$ cat src/rtl/button_pkg.sv
// Shared types and helpers for the multi-channel button conditioner.
// Contents:
//   clog2_min1    - counter width for a terminal count, never below one bit
//   hold_state_t  - per-channel long-press state
//   Def*Ticks     - default tick counts for the top-level parameters
package button_pkg;

    localparam int unsigned DefDebounceTicks = 20;
    localparam int unsigned DefHoldTicks     = 1000;
    localparam int unsigned DefRepeatTicks   = 200;

    typedef enum logic [1:0] {
        StIdle,
        StPressed,
        StRepeating
    } hold_state_t;

    // Width needed to hold values 0..value; a zero-valued parameter still gets a 1-bit counter.
    function automatic int unsigned clog2_min1(input int unsigned value);
        int unsigned w;
        w = $clog2(value + 1);
        return (w < 1) ? 1 : w;
    endfunction

endpackage

$ cat src/rtl/button_channel.sv
// One button channel: 2-flop synchroniser, tick-gated debounce, press/release
// pulses, and a long-press FSM with optional auto-repeat.
// Ports:
//   i_clk, i_rst_n     - clock, synchronous active-low reset
//   i_tick_en          - sample enable for all tick counters
//   i_btn_raw          - asynchronous raw button
//   o_btn_level        - debounced level, 1 = pressed
//   o_press_pulse      - one-clk pulse on debounced press
//   o_release_pulse    - one-clk pulse on debounced release
//   o_hold_pulse       - one-clk pulse once a press has lasted HOLD_TICKS
//   o_repeat_pulse     - one-clk pulse every REPEAT_TICKS after the hold pulse
module button_channel
    import button_pkg::*;
#(
    parameter bit          ACTIVE_LOW     = 1'b1,
    parameter int unsigned DEBOUNCE_TICKS = DefDebounceTicks,
    parameter int unsigned HOLD_TICKS     = DefHoldTicks,
    parameter int unsigned REPEAT_TICKS   = DefRepeatTicks
) (
    input  logic i_clk,
    input  logic i_rst_n,
    input  logic i_tick_en,
    input  logic i_btn_raw,
    output logic o_btn_level,
    output logic o_press_pulse,
    output logic o_release_pulse,
    output logic o_hold_pulse,
    output logic o_repeat_pulse
);

    localparam int unsigned DbW   = clog2_min1(DEBOUNCE_TICKS);
    localparam int unsigned HoldW = clog2_min1(HOLD_TICKS);
    localparam int unsigned RptW  = clog2_min1(REPEAT_TICKS);
    localparam int unsigned CntW  = (HoldW > RptW) ? HoldW : RptW;

    localparam logic [DbW-1:0]  DbLast   = DbW'(DEBOUNCE_TICKS - 1);
    localparam logic [CntW-1:0] HoldLast = CntW'(HOLD_TICKS - 1);
    localparam logic [CntW-1:0] RptLast  = CntW'((REPEAT_TICKS > 0) ? REPEAT_TICKS - 1 : 0);
    localparam logic            Released = logic'(ACTIVE_LOW);

    logic            r_sync1, r_sync2;
    logic            r_level, r_press, r_release, r_hold, r_repeat;
    logic [DbW-1:0]  r_db_cnt;
    logic [DbW-1:0]  w_db_cnt_d;
    logic [CntW-1:0] r_hold_cnt;
    logic [CntW-1:0] w_hold_cnt_d;
    hold_state_t     r_state, w_state_d;
    logic            w_pressed_s, w_mismatch, w_flip, w_rise, w_fall;
    logic            w_hold_fire, w_repeat_fire;

    assign w_pressed_s = r_sync2 ^ ACTIVE_LOW;
    assign w_mismatch  = (w_pressed_s != r_level);
    assign w_flip      = w_mismatch & i_tick_en & (r_db_cnt == DbLast);
    assign w_rise      = w_flip & w_pressed_s;
    assign w_fall      = w_flip & ~w_pressed_s;

    always_comb begin
        w_db_cnt_d = r_db_cnt;
        if (!w_mismatch) begin
            w_db_cnt_d = '0;
        end else if (i_tick_en) begin
            w_db_cnt_d = w_flip ? '0 : r_db_cnt + DbW'(1);
        end
    end

    // A release always takes priority over a hold/repeat terminal count on the same edge.
    always_comb begin
        w_state_d     = r_state;
        w_hold_cnt_d  = r_hold_cnt;
        w_hold_fire   = 1'b0;
        w_repeat_fire = 1'b0;
        if (w_fall) begin
            w_state_d    = StIdle;
            w_hold_cnt_d = '0;
        end else begin
            unique case (r_state)
                StIdle: begin
                    if (w_rise) begin
                        w_state_d    = StPressed;
                        w_hold_cnt_d = '0;
                    end
                end
                StPressed: begin
                    if (i_tick_en) begin
                        if (r_hold_cnt == HoldLast) begin
                            w_hold_fire  = 1'b1;
                            w_state_d    = StRepeating;
                            w_hold_cnt_d = '0;
                        end else begin
                            w_hold_cnt_d = r_hold_cnt + CntW'(1);
                        end
                    end
                end
                StRepeating: begin
                    if ((REPEAT_TICKS > 0) && i_tick_en) begin
                        if (r_hold_cnt == RptLast) begin
                            w_repeat_fire = 1'b1;
                            w_hold_cnt_d  = '0;
                        end else begin
                            w_hold_cnt_d = r_hold_cnt + CntW'(1);
                        end
                    end
                end
                default: begin
                    w_state_d    = StIdle;
                    w_hold_cnt_d = '0;
                end
            endcase
        end
    end

    always_ff @(posedge i_clk) begin
        if (!i_rst_n) begin
            r_sync1    <= Released;
            r_sync2    <= Released;
            r_level    <= 1'b0;
            r_db_cnt   <= '0;
            r_press    <= 1'b0;
            r_release  <= 1'b0;
            r_hold     <= 1'b0;
            r_repeat   <= 1'b0;
            r_state    <= StIdle;
            r_hold_cnt <= '0;
        end else begin
            r_sync1    <= i_btn_raw;
            r_sync2    <= r_sync1;
            r_level    <= w_flip ? w_pressed_s : r_level;
            r_db_cnt   <= w_db_cnt_d;
            r_press    <= w_rise;
            r_release  <= w_fall;
            r_hold     <= w_hold_fire;
            r_repeat   <= w_repeat_fire;
            r_state    <= w_state_d;
            r_hold_cnt <= w_hold_cnt_d;
        end
    end

    assign o_btn_level     = r_level;
    assign o_press_pulse   = r_press;
    assign o_release_pulse = r_release;
    assign o_hold_pulse    = r_hold;
    assign o_repeat_pulse  = r_repeat;

endmodule

$ cat src/rtl/button_conditioner_multi.sv
// N_CH independent button conditioners (synchronise, debounce, edge and
// long-press detection) sharing one clock, reset and tick strobe.
// Ports:
//   i_clk, i_rst_n     - clock, synchronous active-low reset
//   i_tick_en          - sample enable (e.g. 1 kHz strobe), tie high for per-clock counting
//   i_btn_raw          - raw asynchronous buttons, one bit per channel
//   o_btn_level        - debounced levels, 1 = pressed
//   o_press_pulse      - per-channel one-clk press pulses
//   o_release_pulse    - per-channel one-clk release pulses
//   o_hold_pulse       - per-channel one-clk long-press pulses
//   o_repeat_pulse     - per-channel one-clk auto-repeat pulses
module button_conditioner_multi
    import button_pkg::*;
#(
    parameter int unsigned N_CH           = 4,
    parameter bit          ACTIVE_LOW     = 1'b1,
    parameter int unsigned DEBOUNCE_TICKS = DefDebounceTicks,
    parameter int unsigned HOLD_TICKS     = DefHoldTicks,
    parameter int unsigned REPEAT_TICKS   = DefRepeatTicks
) (
    input  logic            i_clk,
    input  logic            i_rst_n,
    input  logic            i_tick_en,
    input  logic [N_CH-1:0] i_btn_raw,
    output logic [N_CH-1:0] o_btn_level,
    output logic [N_CH-1:0] o_press_pulse,
    output logic [N_CH-1:0] o_release_pulse,
    output logic [N_CH-1:0] o_hold_pulse,
    output logic [N_CH-1:0] o_repeat_pulse
);

    for (genvar g = 0; g < N_CH; g++) begin : g_ch
        button_channel #(
            .ACTIVE_LOW     (ACTIVE_LOW),
            .DEBOUNCE_TICKS (DEBOUNCE_TICKS),
            .HOLD_TICKS     (HOLD_TICKS),
            .REPEAT_TICKS   (REPEAT_TICKS)
        ) u_channel (
            .i_clk           (i_clk),
            .i_rst_n         (i_rst_n),
            .i_tick_en       (i_tick_en),
            .i_btn_raw       (i_btn_raw[g]),
            .o_btn_level     (o_btn_level[g]),
            .o_press_pulse   (o_press_pulse[g]),
            .o_release_pulse (o_release_pulse[g]),
            .o_hold_pulse    (o_hold_pulse[g]),
            .o_repeat_pulse  (o_repeat_pulse[g])
        );
    end

endmodule
$ cat config.mk
export PLATFORM = sky130hd
export DESIGN_NAME = button_conditioner_multi
export DESIGN_NICKNAME = d
export VERILOG_FILES = /design/src/rtl/button_pkg.sv /design/src/rtl/button_channel.sv /design/src/rtl/button_conditioner_multi.sv
export SDC_FILE = /design/constraint.sdc
export NUM_CORES = 1
export LEC_CHECK = 0
export BUFFER_PORTS_ARGS = -buffer_cell sky130_fd_sc_hd__buf_2
export CAP_MARGIN = 20
export CORE_ASPECT_RATIO = 1.1
export CORE_MARGIN = 8
export CORE_UTILIZATION = 55
export DETAILED_ROUTE_END_ITERATION = 8
export PLACE_DENSITY = 0.74
export SYNTH_ARGS = -nofsm -noshare
export SYNTH_HDL_FRONTEND = slang
export SYNTH_SLANG_ARGS = --single-unit
$ cat constraint.sdc
create_clock -name i_clk -period 1.92 [get_ports i_clk]
set_input_delay 0.096 -clock i_clk [delete_from_list [all_inputs] [get_ports i_clk]]
set_output_delay 0.096 -clock i_clk [all_outputs]
set_load 0.03 [all_outputs]
-- Word level (Yosys, flattened, before mapping)
Index checks and enable logic that the tools add are counted.
- register bits after elaboration: 96
- input bits: 7
- output and inout port bits: 20
- $add $sub $neg: 8
- equal/unequal tests: 40
- mux-type cells: 52
- bitwise gates (word level): 30
- reductions and logical operators: 28
- operator list (cell ; count):
    two-way mux 10 bit ; 20
    one-hot mux 10 bit (3 select lines) ; 4
    adder 10 x 1 -> 10 bit (second input constant) ; 4
    == test 10 bit (second input constant) ; 4
    == test 10 x 8 -> 1 bit (second input constant) ; 4
    OR reduction 4 bit ; 8
    two-way mux 2 bit ; 12
    one-hot mux 2 bit (3 select lines) ; 4
    adder 5 x 1 -> 5 bit (second input constant) ; 4
    == test 5 bit (second input constant) ; 4
    two-way mux 5 bit ; 4
    bitwise AND 1 bit ; 16
    != test 2 x 1 -> 1 bit (second input constant) ; 8
    != test 2 bit (second input constant) ; 8
    AND reduction 4 bit ; 4
    NOT 1 bit ; 14
    AND reduction 3 bit ; 4
    == test 2 x 1 -> 1 bit (second input constant) ; 4
    == test 2 bit (second input constant) ; 4
    logical NOT 2 bit ; 4
    two-way mux 1 bit ; 8
    AND reduction 2 bit ; 4
    OR reduction 2 bit ; 4
    != test 1 bit ; 4

-- Longest topological paths before layout
Gate-level depths: netlist of run 1.
- depth after elaboration: 7
- gate-level depth with buffers: 8
- depth with buffers taken out: 7

-- Cells and area by module
Synthesis of run 1 repeated with hierarchy kept, for this count alone.
- cells, all modules: 596
- area total of the unflattened synthesis: 5003.5 µm²
- modules (own cells, without submodules) (module ; times used ; cells an instance ; area an instance (µm²) ; sequential area each (µm²)):
    button_channel (g_ch[0].u_channel ...) ; 2 ; 148 ; 1256.2 ; 480.5
    button_channel (g_ch[3].u_channel) ; 1 ; 151 ; 1266.2 ; 480.5
    button_channel (g_ch[1].u_channel) ; 1 ; 149 ; 1224.9 ; 480.5

-- Least setup slack after synthesis of run 1
No wires, ideal clock.
- path kind: register to register
- from: register g_ch[2].u_channel.r_hold_cnt[0]
- to: register g_ch[2].u_channel.r_hold_cnt[6]
- data arrival time: 1.816 ns
- data required time: 1.846 ns
- slack: 0.029 ns
- stages on the path, launching flop included: 7
- cells stage by stage: dfxtp_1 -> ha_1 -> and4_1 -> and4b_1 -> a211o_1 -> or4_1 -> a31oi_1
- cells in the longest elaborated chain, start to end: 4
- RTL lines (what ; line ; RTL):
    start, declared ; button_channel.sv:45 ; logic [CntW-1:0] r_hold_cnt;
    start signal, assigned ; button_channel.sv:134 ; r_hold_cnt <= w_hold_cnt_d;
    adder 10 x 1 -> 10 bit (tied with other cells) ; button_channel.sv:90, button_channel.sv:100 ;
    two-way mux 10 bit, on equally long branches ; button_channel.sv:96, button_channel.sv:85 ;
    two-way mux 10 bit, on equally long branches ; button_channel.sv:95, button_channel.sv:84 ;
    one-hot mux 10 bit (3 select lines) * ; button_channel.sv:76 ; unique case (r_state)
Every way passes the cells marked *; elsewhere a longest branch is shown, timed or not. The select of a mux whose other input is x is not followed.
A chain may end at the register's enable or synchronous reset.

-- Final worst setup path of run 1
- from: register g_ch[1].u_channel.r_hold_cnt[0]
- to: register g_ch[1].u_channel.r_state[1]
- cells in the longest elaborated chain, start to end: 3
- RTL lines (what ; line ; RTL):
    start, declared ; button_channel.sv:45 ;
    start signal, assigned ; button_channel.sv:134 ;
    == test 10 bit ; button_channel.sv:85 ; if (r_hold_cnt == HoldLast) begin
    != test 2 x 1 -> 1 bit (no line) ; -- ;
    AND reduction 4 bit (no line) ; -- ;
    end signal, assigned ; button_channel.sv:122 ; r_state <= StIdle;
    end signal, assigned ; button_channel.sv:133 ; r_state <= w_state_d;
    end, declared ; button_channel.sv:47 ; hold_state_t r_state, w_state_d;
Every way passes these cells.

==> insert_results.sql, run 1 <==
INSERT INTO impl_metrics (metric_group, metric, value, unit) VALUES
('global_routing', 'grt_overflow_total', '0', ''),
('synth', 'synthesis.instances', '608', ''),
('clock_tree', 'cts-htree-levels', '3', ''),
('drt', 'drtAntennaViolNets', '0', ''),
('worst_setup_path', 'crit_path_max_incr_delay', '0.58', 'ns'),
('worst_setup_path', 'critical_path_peak_fanout', '3', ''),
('placed_design', 'placedCellCount', '749', ''),
('placed_design', 'dpl-instance-area', '5334', 'sq um'),
('synth', 'asyncSetResetFlopFracSynth', '0', ''),
('clock_tree', 'tritoncts', 'yes', ''),
('pwr', 'pwr-share-clk', '0.377', ''),
('worst_setup_path', 'critical-path-slowest-cell', 'or4_4', ''),
('synth', 'synth-compound-area-share', '0.1410', ''),
('final_layout', 'diodes', '0', ''),
('pwr', 'p_sw_frac', '0.2230', ''),
('worst_setup_path', 'crit_chain', 'ha_4 > nand4bb_4 > or4_4 > a221oi_4 > mux2i_1 > nor2_1', ''),
('final_layout', 'post_route_cells_drive_above_1_share', '0.2182', ''),
('floorplan', 'fp.coreArea', '8828', 'sq um'),
('global_routing', 'first_global_vias', '4265', ''),
('job', 'cap_violations', '0', ''),
('worst_hold_path', 'worst_hold_path_type', 'input port to flop', ''),
('pwr', 'power-per-cell-area', '604.6', 'nW/um^2'),
('sta', 'rsz0062_at_grt', 'yes', ''),
('sta', 'layout_worst_path_cycle_share', '1.007', ''),
('placed_design', 'detailedPlace.worstSlack', '-0.1705', 'ns'),
('synth', 'post_synthesis_net_count', '635', ''),
('final_layout', 'final_area', '5888', 'sq um'),
('global_routing', 'first_pass_grt_wire_length', '18750', 'um'),
('synth', 'post_synth_and_or_nand_nor_area_fraction', '0.3239', ''),
('clock_tree', 'clk_pin_slew', '0.09', 'ns'),
('worst_setup_path', 'worstPathArrival', '2.19', 'ns'),
('synth', 'post_synth_num_cell_types', '63', ''),
('synth', 'seq_area_frac_synth', '0.3875', ''),
('drt', 'vias', '4579', ''),
('drt', 'wl_per_cell', '14.32', 'um'),
('worst_setup_path', 'worstSetupPathType', 'flop to flop', ''),
('sta', 'timing.final.max_slew_violations', '0', ''),
('drt', 'drt_wl_total', '11210', 'um'),
('floorplan', 'die-area', '12320', 'sq um'),
('outcome', 'status', 'finished with violations', ''),
('floorplan', 'io-pin-count', '27', ''),
('clock_tree', 'worstSkewPairLatency', '0.36', 'ns'),
('sta', 'hold_violations', '0', ''),
('floorplan', 'dieWidth', '106.5', 'um'),
('drt', 'firstDrtPassIters', '4', ''),
('synth', 'combinational_family_with_the_most_area_after_synthesis', 'simple AND/OR/NAND/NOR gates', ''),
('final_layout', 'syn2layout_area_growth', '18.72', '%'),
('worst_setup_path', 'crit_path_start_kind', 'flop', ''),
('sta', 'hold_slack', '0.1354', 'ns'),
('placed_design', 'place_congestion', '0.8490', ''),
('sta', 'fmax', '517.3', 'MHz'),
('pwr', 'vdd_ir_drop_max', '0.3571', 'mV'),
('sta', 'slew_headroom', '0.5688', ''),
('clock_tree', 'cts.sink_count', '96', ''),
('clock_tree', 'clock_path_buffers', '2', ''),
('pwr', 'sequential_share_of_power', '0.565', ''),
('synth', 'ys_warn_count', '0', ''),
('final_layout', 'post_layout_nonfiller_instances', '783', ''),
('outcome', 'failed_checks', 'setup timing', ''),
('sta', 'final.min_clock_period', '1.933', 'ns'),
('drt', 'route.detailed.drc', '0', ''),
('clock_tree', 'root_buffer', 'clkbuf_8', ''),
('placed_design', 'io_buffers', '26', ''),
('synth', 'postSynthAreaPerCell', '8.157', 'sq um'),
('pwr', 'internal_power', '2.766', 'mW'),
('final_layout', 'finalNetCount', '691', ''),
('sta', 'post-route-worst-setup-slack', '-0.01319', 'ns'),
('worst_setup_path', 'timing.critical_path.required', '2.17', 'ns'),
('floorplan', 'rows', '36', ''),
('sta', 'setup_viol', '1', ''),
('synth', 'number_of_flops_mapped_to_enable_cells_by_yosys', '0', '');
## metrics by stage
| step | utilization | setup TNS [ns] |
|---|---|---|
| finish | 0.6670 | -0.01319 |
| detailed placement | 0.6042 | -0.7253 |
| CTS | 0.6402 | -0.04452 |
| global route | 0.6670 | -0.7738 |
| floorplan | - | 0 |
| global placement | 0.6042 | -0.1449 |
## cell type report
type                            instances  area [sq um]
Fill cell                             751          2940
Multi-Input combinational cell        452          2915
Sequential cell                        96          1934
Timing Repair Buffer                   88         633.1
Clock buffer                           13         158.9
Tap cell                              114         142.6
Inverter                               17         63.81
Clock inverter                          3         40.04
## per-layer routing
| layer | wire (um) | up-vias | track usage |
|---|---|---|---|
| li1 | - | 2292 | - |
| met1 | 4859 | 2173 | 0.2116 |
| met2 | 5624 | 96 | 0.3226 |
| met3 | 517 | 18 | 0.03949 |
| met4 | 210 | 0 | 0.06479 |
| met5 | 0 | - | 0 |
## final timing paths
kind / startpoint / endpoint / slack (ns) / cells after the start
hold reg to reg: g_ch[0].u_channel.r_sync1$_SDFF_PN1_ / g_ch[0].u_channel.r_sync2$_SDFF_PN1_ / 0.42 / 1
hold / removal: i_rst_n / g_ch[2].u_channel.r_sync1$_SDFF_PN1_ / 0.14 / 2
setup reg to reg: g_ch[1].u_channel.r_hold_cnt[0]$_SDFFE_PP0P_ / g_ch[1].u_channel.r_state[1]$_SDFFE_PP0P_ / -0.01 / 6
setup / recovery: g_ch[1].u_channel.r_hold_cnt[0]$_SDFFE_PP0P_ / g_ch[1].u_channel.r_state[1]$_SDFFE_PP0P_ / -0.01 / 6
## synthesized netlist by cell type, drive strengths merged, types with 7 or more instances
cell     n  area [sq um]
or4      7         56.30
inv     17         63.81
nor2    37         138.9
nand4   14         87.58
nand2b  10         62.56
nor4     7         43.79
buf     28         197.7
ha      20         250.2
dfxtp   96          1922
nor2b    8         50.05
a31oi   25         156.4
clkbuf  15         56.30
nor3    33         165.2
nand3   47         235.2
nand2   91         341.6
o21ai   15         75.07
xor2    10         87.58
and3     8         51.30
a21oi   30         150.1
## registers in the layout, summed over array words and instances, names as in the netlist
name                            flops
g_ch.u_channel.r_state              8
g_ch.u_channel.o_hold_pulse         4
g_ch.u_channel.o_repeat_pulse       4
g_ch.u_channel.r_hold_cnt          40
g_ch.u_channel.r_sync1              4
g_ch.u_channel.r_sync2              4
g_ch.u_channel.o_press_pulse        4
g_ch.u_channel.o_release_pulse      4
g_ch.u_channel.r_db_cnt            20
g_ch.u_channel.o_btn_level          4
## kinds of logic (layout without fill, tap and decap cells)
logic type	count (synthesis)	count (layout)
compound gates	107	107
xor+xnor	13	13
fa+ha+maj	20	20
buf+inv	60	121
flops	96	96
mux	5	5
simple gates	307	307
## worst max-delay path: cells and delay by family, from the launching register on
family / cells / cell delay [ns]
AO/OA/AOI/OAI: 1 / 0.31
flip-flops: 1 / 0.36
multiplexers: 1 / 0.22
adder cells (fa/ha/maj): 1 / 0.16
AND/OR/NAND/NOR: 3 / 0.78
## timing repair
action | CTS | global route
hold buffers | 4 | 0
gates cloned | 0 | 1
resized for setup | 14 | 33
pin swaps | 13 | 12
buffers inserted | 4 | 9
endpoints found under the hold margin | 4 | 0
setup endpoints to repair | 7 | 21
## power by group through the flow
stage | clock, mW | combinational (mW) | sequential, mW
final | 1.34 | 0.205 | 2.01
after CTS | 1.38 | 0.168 | 2.01
after global placement | 0 | 0.146 | 2.06
after global routing | 1.46 | 0.223 | 2.01
after detailed placement | 0 | 0.150 | 2.06
after floorplan | 0 | 0.0940 | 2.05
No activity file was read; power rests on OpenSTA's default activity.
==> inputs of run 2 (changes only) <==
--- a/config.mk
+++ b/config.mk
@@ -7,9 +7,11 @@
 export LEC_CHECK = 0
 export BUFFER_PORTS_ARGS = -buffer_cell sky130_fd_sc_hd__buf_2
 export CAP_MARGIN = 20
+export CELL_PAD_IN_SITES_DETAIL_PLACEMENT = 1
+export CELL_PAD_IN_SITES_GLOBAL_PLACEMENT = 1
 export CORE_ASPECT_RATIO = 1.1
 export CORE_MARGIN = 8
-export CORE_UTILIZATION = 55
+export CORE_UTILIZATION = 42
 export DETAILED_ROUTE_END_ITERATION = 8
 export PLACE_DENSITY = 0.74
 export SYNTH_ARGS = -nofsm -noshare
==> run 2 against run 1 <==
Effect of this change:
- the flow still finishes with violations (setup timing)
- cell area is 3.3% higher
- core utilization is 14 points lower
- sequential power hardly changed
- register-to-register slack worse by 0.09 ns
- critical endpoint is now g_ch[2].u_channel.r_hold_cnt[3]$_SDFFE_PP0P_
==> insert_results.sql, run 2 (synthesis results as in run 1) <==
INSERT INTO impl_metrics (metric_group, metric, value, unit) VALUES
('final_layout', 'final_common_cell', 'nand2_1', ''),
('floorplan', 'die_y', '130.0', 'um'),
('pwr', 'pwr-share-clk', '0.438', ''),
('floorplan', 'dieWidth', '119.6', 'um'),
('final_layout', 'layout_top_registers', 'g_ch.u_channel.r_hold_cnt x40, g_ch.u_channel.r_db_cnt x20, g_ch.u_channel.r_state x8', ''),
('sta', 'fmax', '493.8', 'MHz'),
('floorplan', 'io-pin-count', '27', ''),
('final_layout', 'flip_flop_count_of_the_largest_register_all_copies_and_words_added', '40', ''),
('placed_design', 'place_congestion', '0.7962', ''),
('floorplan', 'floorplan.initialDensity', '0.4316', ''),
('global_routing', 'antenna_found_initial', '0', ''),
('job', 'cap_violations', '0', ''),
('sta', 'timing.final.max_slew_violations', '0', ''),
('drt', 'drtIter0Drc', '205', ''),
('global_routing', 'first_pass_grt_wire_length', '22570', 'um'),
('clock_tree', 'root_buffer', 'clkbuf_16', ''),
('worst_setup_path', 'worstSetupPathType', 'flop to flop', ''),
('worst_setup_path', 'rrSetupSlack', '-0.11', 'ns'),
('floorplan', 'die-area', '15550', 'sq um'),
('placed_design', 'detailedPlace.worstSlack', '-0.3894', 'ns'),
('global_routing', 'overall_global_routing_resource_usage', '0.1732', ''),
('worst_hold_path', 'worstHoldStart', 'i_rst_n', ''),
('drt', 'firstDrtPassIters', '4', ''),
('placed_design', 'dp_hpwl', '9524', 'um'),
('sta', 'fin_skew', '0.005265', 'ns'),
('sta', 'layout_worst_path_cycle_share', '1.055', ''),
('sta', 'post-route-worst-setup-slack', '-0.1053', 'ns'),
('drt', 'drt_wl_total', '13260', 'um'),
('global_routing', 'first_global_vias', '4822', ''),
('drt', 'vias', '4668', ''),
('drt', 'wl_per_cell', '16.03', 'um'),
('sta', 'hold_violations', '0', ''),
('worst_hold_path', 'worstHoldEndpoint', 'g_ch[2].u_channel.r_sync1$_SDFF_PN1_', ''),
('pwr', 'p_sw_frac', '0.2251', ''),
('drt', 'route.detailed.drc', '0', ''),
('clock_tree', 'cts-buffers-inserted', '9', ''),
('worst_setup_path', 'critical_path_peak_fanout', '7', ''),
('pwr', 'total_switching_power', '0.8800', 'mW'),
('pwr', 'sequential_share_of_power', '0.515', ''),
('placed_design', 'io_buffers', '26', ''),
('worst_hold_path', 'worst_hold_path.num_cells', '2', ''),
('clock_tree', 'clock_path_buffers', '2', ''),
('floorplan', 'rows', '41', ''),
('outcome', 'failed_checks', 'setup timing', ''),
('worst_setup_path', 'critical-path-slowest-cell', 'or4_4', ''),
('pwr', 'design_power_total', '3.910', 'mW'),
('pwr', 'internal_power', '3.030', 'mW'),
('sta', 'worst-slew-pin-transition', '0.6481', 'ns'),
('final_layout', 'final_cell_mix', 'nand2_1, dfxtp_1, buf_4', ''),
('worst_setup_path', 'crit_chain', 'ha_4 > and4_4 > and2_4 > buf_6 > a211o_4 > or4_4 > a31oi_1', ''),
('global_routing', 'grt_max_degree', '27', ''),
('sta', 'setup_viol', '5', ''),
('final_layout', 'top_register', 'g_ch.u_channel.r_hold_cnt', ''),
('pwr', 'power_frac_comb', '0.046', ''),
('final_layout', 'diodes', '0', ''),
('worst_setup_path', 'crit-reg2reg-launch', 'g_ch[2].u_channel.r_hold_cnt[0]$_SDFFE_PP0P_', ''),
('pwr', 'vdd_ir_drop_max', '0.3668', 'mV'),
('pwr', 'power-per-cell-area', '642.7', 'nW/um^2'),
('clock_tree', 'cts.sink_count', '96', ''),
('clock_tree', 'cts-htree-levels', '3', ''),
('worst_setup_path', 'crit_path_start_kind', 'flop', ''),
('final_layout', 'syn2layout_area_growth', '22.65', '%'),
('global_routing', 'grt_overflow_total', '0', ''),
('sta', 'rsz0062_at_grt', 'yes', ''),
('drt', 'drtAntennaViolNets', '0', ''),
('worst_setup_path', 'rr_worst_depth', '7', ''),
('worst_setup_path', 'crit_start', 'g_ch[2].u_channel.r_hold_cnt[0]$_SDFFE_PP0P_', ''),
('pwr', 'leakagePower', '2.241', 'nW'),
('final_layout', 'post_route_cells_drive_above_1_share', '0.2393', ''),
('worst_setup_path', 'worstPathArrival', '2.29', 'ns'),
('worst_setup_path', 'crit_path_max_incr_delay', '0.48', 'ns'),
('sta', 'slew_headroom', '0.5633', ''),
('outcome', 'status', 'finished with violations', ''),
('sta', 'final.min_clock_period', '2.025', 'ns'),
('final_layout', 'finalNetCount', '699', ''),
('worst_setup_path', 'cp-end-kind', 'flop', ''),
('drt', 'avgViaCountPerCell', '5.644', ''),
('sta', 'fin_setup_tns', '-0.2746', 'ns'),
('worst_setup_path', 'rr_endpoint', 'g_ch[2].u_channel.r_hold_cnt[3]$_SDFFE_PP0P_', ''),
('clock_tree', 'worstSkewPairLatency', '0.34', 'ns'),
('clock_tree', 'tritoncts', 'yes', ''),
('worst_setup_path', 'timing.critical_path.required', '2.18', 'ns'),
('floorplan', 'fp.coreArea', '11490', 'sq um'),
('clock_tree', 'clk_pin_slew', '0.07', 'ns'),
('worst_hold_path', 'worst_hold_path_type', 'input port to flop', '');
## run 2: cell types whose count changed in the layout (fill, tap and decap cells not counted), moves of 2 or more
cell	previous run	this run
buf_4	52	63
clkbuf_16	0	9
clkbuf_8	11	2
a211oi_2	0	3
a211oi_1	2	0
a21oi_1	28	26
a21oi_2	1	3
dfxtp_1	86	84
## run 2: worst max path at each step
stage                                                        end  slack [ns]  depth (start not counted)
floorplan           g_ch[2].u_channel.r_hold_cnt[6]$_SDFFE_PP0P_        0.03                          6
global placement    g_ch[2].u_channel.r_hold_cnt[9]$_SDFFE_PP0P_       -0.56                          6
detailed placement  g_ch[2].u_channel.r_hold_cnt[9]$_SDFFE_PP0P_       -0.39                          7
CTS                 g_ch[2].u_channel.r_hold_cnt[4]$_SDFFE_PP0P_       -0.07                          7
global route        g_ch[2].u_channel.r_hold_cnt[9]$_SDFFE_PP0P_       -0.15                          7
finish              g_ch[2].u_channel.r_hold_cnt[3]$_SDFFE_PP0P_       -0.11                          7
## run 2: repair_timing
item                                   CTS  global route
pin swaps                               11            10
buffers inserted                         0             4
resized for setup                       21            33
hold buffers                             4             0
endpoints found under the hold margin    4             0
setup endpoints to repair               11            30
## run 2: power by group through the flow
stage                     clock network, mW  logic, mW  registers [mW]
after floorplan                           0     0.0940            2.05
after global placement                    0      0.149            2.06
after detailed placement                  0      0.156            2.06
after CTS                              1.75      0.170            2.01
after global routing                   1.82      0.199            2.01
final                                  1.71      0.181            2.01
## run 2: metrics by stage
stage / cell area [sq um] / hold slack (ns) / std cells / utilization
floorplan: 4960 / 0.1975 / 608 / -
global placement: 5494 / 0.2850 / 802 / 0.4781
detailed placement: 5499 / 0.2834 / 803 / 0.4786
CTS: 5898 / 0.1681 / 823 / 0.5133
global route: 6083 / 0.2089 / 827 / 0.5294
finish: 6083 / 0.1653 / 827 / 0.5294
## run 2: cell type report
class,instances,area [sq um]
clock buffer,14,264.0
clock inverter,2,13.76
fill,1398,5408
inverter,17,63.81
multi-input combinational,452,2935
sequential,96,1939
tap,150,187.7
timing repair buffer,96,679.4
## run 2: layer usage
layer,global-route usage,up-vias,part of all wire
met5,0,-,0
met4,0.06838,0,0.016
met3,0.02592,14,0.024
met2,0.3164,53,0.51
met1,0.1994,2299,0.45
li1,-,2302,-
## run 2: critical path, delay by kind of cell (launching register included)
kind            cells  cell delay [ns]
buf+inv             1             0.11
simple gates        3             0.79
compound gates      2             0.55
flops               1             0.34
fa+ha+maj           1             0.16
==> inputs of run 3 (changes only) <==
--- a/config.mk
+++ b/config.mk
@@ -5,15 +5,14 @@
 export SDC_FILE = /design/constraint.sdc
 export NUM_CORES = 1
 export LEC_CHECK = 0
-export BUFFER_PORTS_ARGS = -buffer_cell sky130_fd_sc_hd__buf_2
+export BUFFER_PORTS_ARGS = -buffer_cell sky130_fd_sc_hd__clkbuf_2
 export CAP_MARGIN = 20
 export CELL_PAD_IN_SITES_DETAIL_PLACEMENT = 1
 export CELL_PAD_IN_SITES_GLOBAL_PLACEMENT = 1
 export CORE_ASPECT_RATIO = 1.1
-export CORE_MARGIN = 8
-export CORE_UTILIZATION = 42
+export CORE_UTILIZATION = 40
 export DETAILED_ROUTE_END_ITERATION = 8
-export PLACE_DENSITY = 0.74
+export PLACE_DENSITY = 0.71
 export SYNTH_ARGS = -nofsm -noshare
 export SYNTH_HDL_FRONTEND = slang
 export SYNTH_SLANG_ARGS = --single-unit
==> run 3 against run 2 <==
Effect of this change:
- the flow still finishes with violations (setup timing)
- combinational power is 29% higher
- sequential share of layout area fell by 0.78 points
- register-to-register slack improved by 0.08 ns
- global-route usage grew 4.4 points
- wire length is 4.8% higher
- clock-buffer cell count fell by 4
- maximum frequency up 4.0%
- clock power increased by 17%
- core utilization down 1.3 points
==> insert_results.sql, run 3 (synthesis results as in run 1) <==
INSERT INTO impl_metrics (metric_group, metric, value, unit) VALUES
('outcome', 'status', 'finished with violations', ''),
('outcome', 'failed_checks', 'setup timing', ''),
('global_routing', 'overall_global_routing_resource_usage', '0.2175', ''),
('sta', 'worst-slew-pin-transition', '0.6448', 'ns'),
('clock_tree', 'clk_pin_slew', '0.07', 'ns'),
('sta', 'fin_setup_tns', '-0.05759', 'ns'),
('sta', 'setup_viol', '3', ''),
('worst_setup_path', 'cp-end-kind', 'flop', ''),
('pwr', 'internal_power', '3.282', 'mW'),
('floorplan', 'rows', '42', ''),
('clock_tree', 'cts.sink_count', '96', ''),
('worst_setup_path', 'crit_start', 'g_ch[2].u_channel.r_state[0]$_SDFFE_PP0P_', ''),
('worst_setup_path', 'critical_path_peak_fanout', '7', ''),
('drt', 'avgViaCountPerCell', '5.655', ''),
('clock_tree', 'clock_path_buffers', '2', ''),
('pwr', 'vdd_ir_drop_max', '0.3152', 'mV'),
('placed_design', 'place_congestion', '0.8023', ''),
('floorplan', 'io-pin-count', '27', ''),
('placed_design', 'placedCellCount', '803', ''),
('final_layout', 'filler_cell_count', '1435', ''),
('job', 'cap_violations', '0', ''),
('global_routing', 'first_global_vias', '4896', ''),
('global_routing', 'grt_max_degree', '27', ''),
('sta', 'hold_slack', '0.3099', 'ns'),
('final_layout', 'flip_flop_count_of_the_largest_register_all_copies_and_words_added', '40', ''),
('final_layout', 'post_layout_nonfiller_instances', '835', ''),
('worst_setup_path', 'crit_path_max_incr_delay', '0.48', 'ns'),
('final_layout', 'post_route_cells_drive_above_1_share', '0.2599', ''),
('sta', 'rsz0062_at_grt', 'yes', ''),
('sta', 'hold_violations', '0', ''),
('global_routing', 'first_pass_grt_wire_length', '22420', 'um'),
('sta', 'fin_skew', '0.007180', 'ns'),
('worst_setup_path', 'crit_chain', 'inv_4 > buf_6 > ha_4 > nand2_4 > a211o_4 > or4_1 > a31oi_1', ''),
('clock_tree', 'tritoncts', 'yes', ''),
('worst_setup_path', 'worstSetupPathType', 'flop to flop', ''),
('pwr', 'sequential_share_of_power', '0.474', ''),
('floorplan', 'floorplan.initialDensity', '0.4121', ''),
('pwr', 'power-per-cell-area', '684.2', 'nW/um^2'),
('pwr', 'pwr-share-clk', '0.471', ''),
('clock_tree', 'cts-htree-levels', '3', ''),
('sta', 'layout_worst_path_cycle_share', '1.014', ''),
('worst_setup_path', 'path_delay_family', 'simple AND/OR/NAND/NOR gates', ''),
('drt', 'drtAntennaViolNets', '0', ''),
('sta', 'timing.final.max_slew_violations', '0', ''),
('final_layout', 'top_register', 'g_ch.u_channel.r_hold_cnt', ''),
('sta', 'post-route-worst-setup-slack', '-0.02704', 'ns'),
('clock_tree', 'root_buffer', 'clkbuf_16', ''),
('drt', 'wl_per_cell', '16.64', 'um'),
('pwr', 'leakagePower', '2.286', 'nW'),
('final_layout', 'final_core_utilization', '0.5162', ''),
('final_layout', 'syn2layout_area_growth', '25.25', '%'),
('final_layout', 'final_common_cell', 'nand2_1', ''),
('worst_setup_path', 'worstPathArrival', '2.23', 'ns'),
('final_layout', 'diodes', '0', ''),
('clock_tree', 'cts-buffers-inserted', '9', ''),
('drt', 'firstDrtPassIters', '4', ''),
('pwr', 'p_sw_frac', '0.2279', ''),
('sta', 'final.min_clock_period', '1.947', 'ns'),
('global_routing', 'grt_overflow_total', '0', ''),
('floorplan', 'die-area', '12850', 'sq um'),
('worst_setup_path', 'timing.critical_path.required', '2.21', 'ns'),
('worst_hold_path', 'worst_hold_path_type', 'input port to flop', ''),
('worst_setup_path', 'crit_buf_inv', '2', ''),
('placed_design', 'dp_hpwl', '9226', 'um'),
('global_routing', 'antenna_found_initial', '0', ''),
('final_layout', 'finalNetCount', '703', ''),
('sta', 'slew_headroom', '0.5656', ''),
('drt', 'drtIter0Drc', '199', ''),
('floorplan', 'dieWidth', '108.2', 'um'),
('final_layout', 'layout_top_registers', 'g_ch.u_channel.r_hold_cnt x40, g_ch.u_channel.r_db_cnt x20, g_ch.u_channel.r_state x8', ''),
('pwr', 'power_frac_comb', '0.055', ''),
('final_layout', 'final_cell_mix', 'nand2_1, dfxtp_1, buf_4', ''),
('drt', 'vias', '4722', ''),
('worst_setup_path', 'crit-reg2reg-launch', 'g_ch[2].u_channel.r_state[0]$_SDFFE_PP0P_', ''),
('floorplan', 'fp.coreArea', '12030', 'sq um'),
('floorplan', 'die_y', '118.8', 'um'),
('worst_hold_path', 'worstHoldStart', 'i_rst_n', ''),
('pwr', 'total_switching_power', '0.9686', 'mW'),
('sta', 'fmax', '513.6', 'MHz'),
('drt', 'route.detailed.drc', '0', ''),
('worst_setup_path', 'crit_path_start_kind', 'flop', ''),
('drt', 'drt_wl_total', '13900', 'um'),
('worst_setup_path', 'critical-path-slowest-cell', 'or4_1', ''),
('placed_design', 'io_buffers', '26', ''),
('clock_tree', 'worstSkewPairLatency', '0.36', 'ns');
-- run 3: worst reg2reg max path: stages, from the launching register on --
cell     delay, ns
dfxtp_2       0.38
inv_4         0.06
buf_6         0.12
ha_4          0.27
nand2_4       0.06
a211o_4       0.35
or4_1         0.48
a31oi_1       0.17
-- run 3: layout make-up --
class,instances,area (sq um),area share
tap,154,192.7,0.03102
inverter,17,66.31,0.01067
sequential,96,1932,0.3110
clock buffer,10,239.0,0.03847
clock inverter,6,82.58,0.01329
multi-input combinational,452,2978,0.4794
timing repair buffer,100,721.9,0.1162
-- run 3: timing repair --
item | in CTS | in global routing
hold buffers | 4 | 0
endpoints found under the hold margin | 4 | 0
gates cloned | 0 | 0
endpoints found under the setup margin | 12 | 31
resized for setup | 22 | 49
buffers inserted | 4 | 8
pin swaps | 10 | 12
-- run 3: power by group through the flow --
stage | registers, mW | logic [mW] | clock network (mW)
after floorplan | 2.05 | 0.0940 | 0
after global placement | 2.06 | 0.157 | 0
after detailed placement | 2.06 | 0.161 | 0
after CTS | 2.01 | 0.184 | 2.03
after global routing | 2.01 | 0.253 | 2.12
final | 2.01 | 0.234 | 2.00
-- run 3: metal layers --
metal / GRT usage / wire length (um) / vias up / share of wire
li1: - / - / 2315 / -
met1: 0.2503 / 6051 / 2327 / 0.44
met2: 0.3834 / 7197 / 49 / 0.52
met3: 0.03144 / 256 / 31 / 0.018
met4: 0.1122 / 390 / 0 / 0.028
met5: 0 / 0 / - / 0
-- run 3: path summary, 6_finish.rpt --
path,endpoint,slack (ns),depth (start not counted)
setup / recovery,g_ch[2].u_channel.r_hold_cnt[6]$_SDFFE_PP0P_,-0.03,7
hold / removal,g_ch[1].u_channel.r_sync1$_SDFF_PN1_,0.31,2
setup reg to reg,g_ch[2].u_channel.r_hold_cnt[6]$_SDFFE_PP0P_,-0.03,7
hold reg to reg,g_ch[2].u_channel.r_sync2$_SDFF_PN1_,0.41,1
-- run 3: metrics by stage --
stage / cell area, sq um / setup slack (ns) / power (mW)
final: 6212 / -0.02704 / 4.250
after global placement: 5464 / -0.04835 / 2.213
after global routing: 6212 / -0.09370 / 4.388
after floorplan: 4960 / 0.02944 / 2.148
after CTS: 5928 / -0.03481 / 4.226
after detailed placement: 5464 / -0.1529 / 2.218
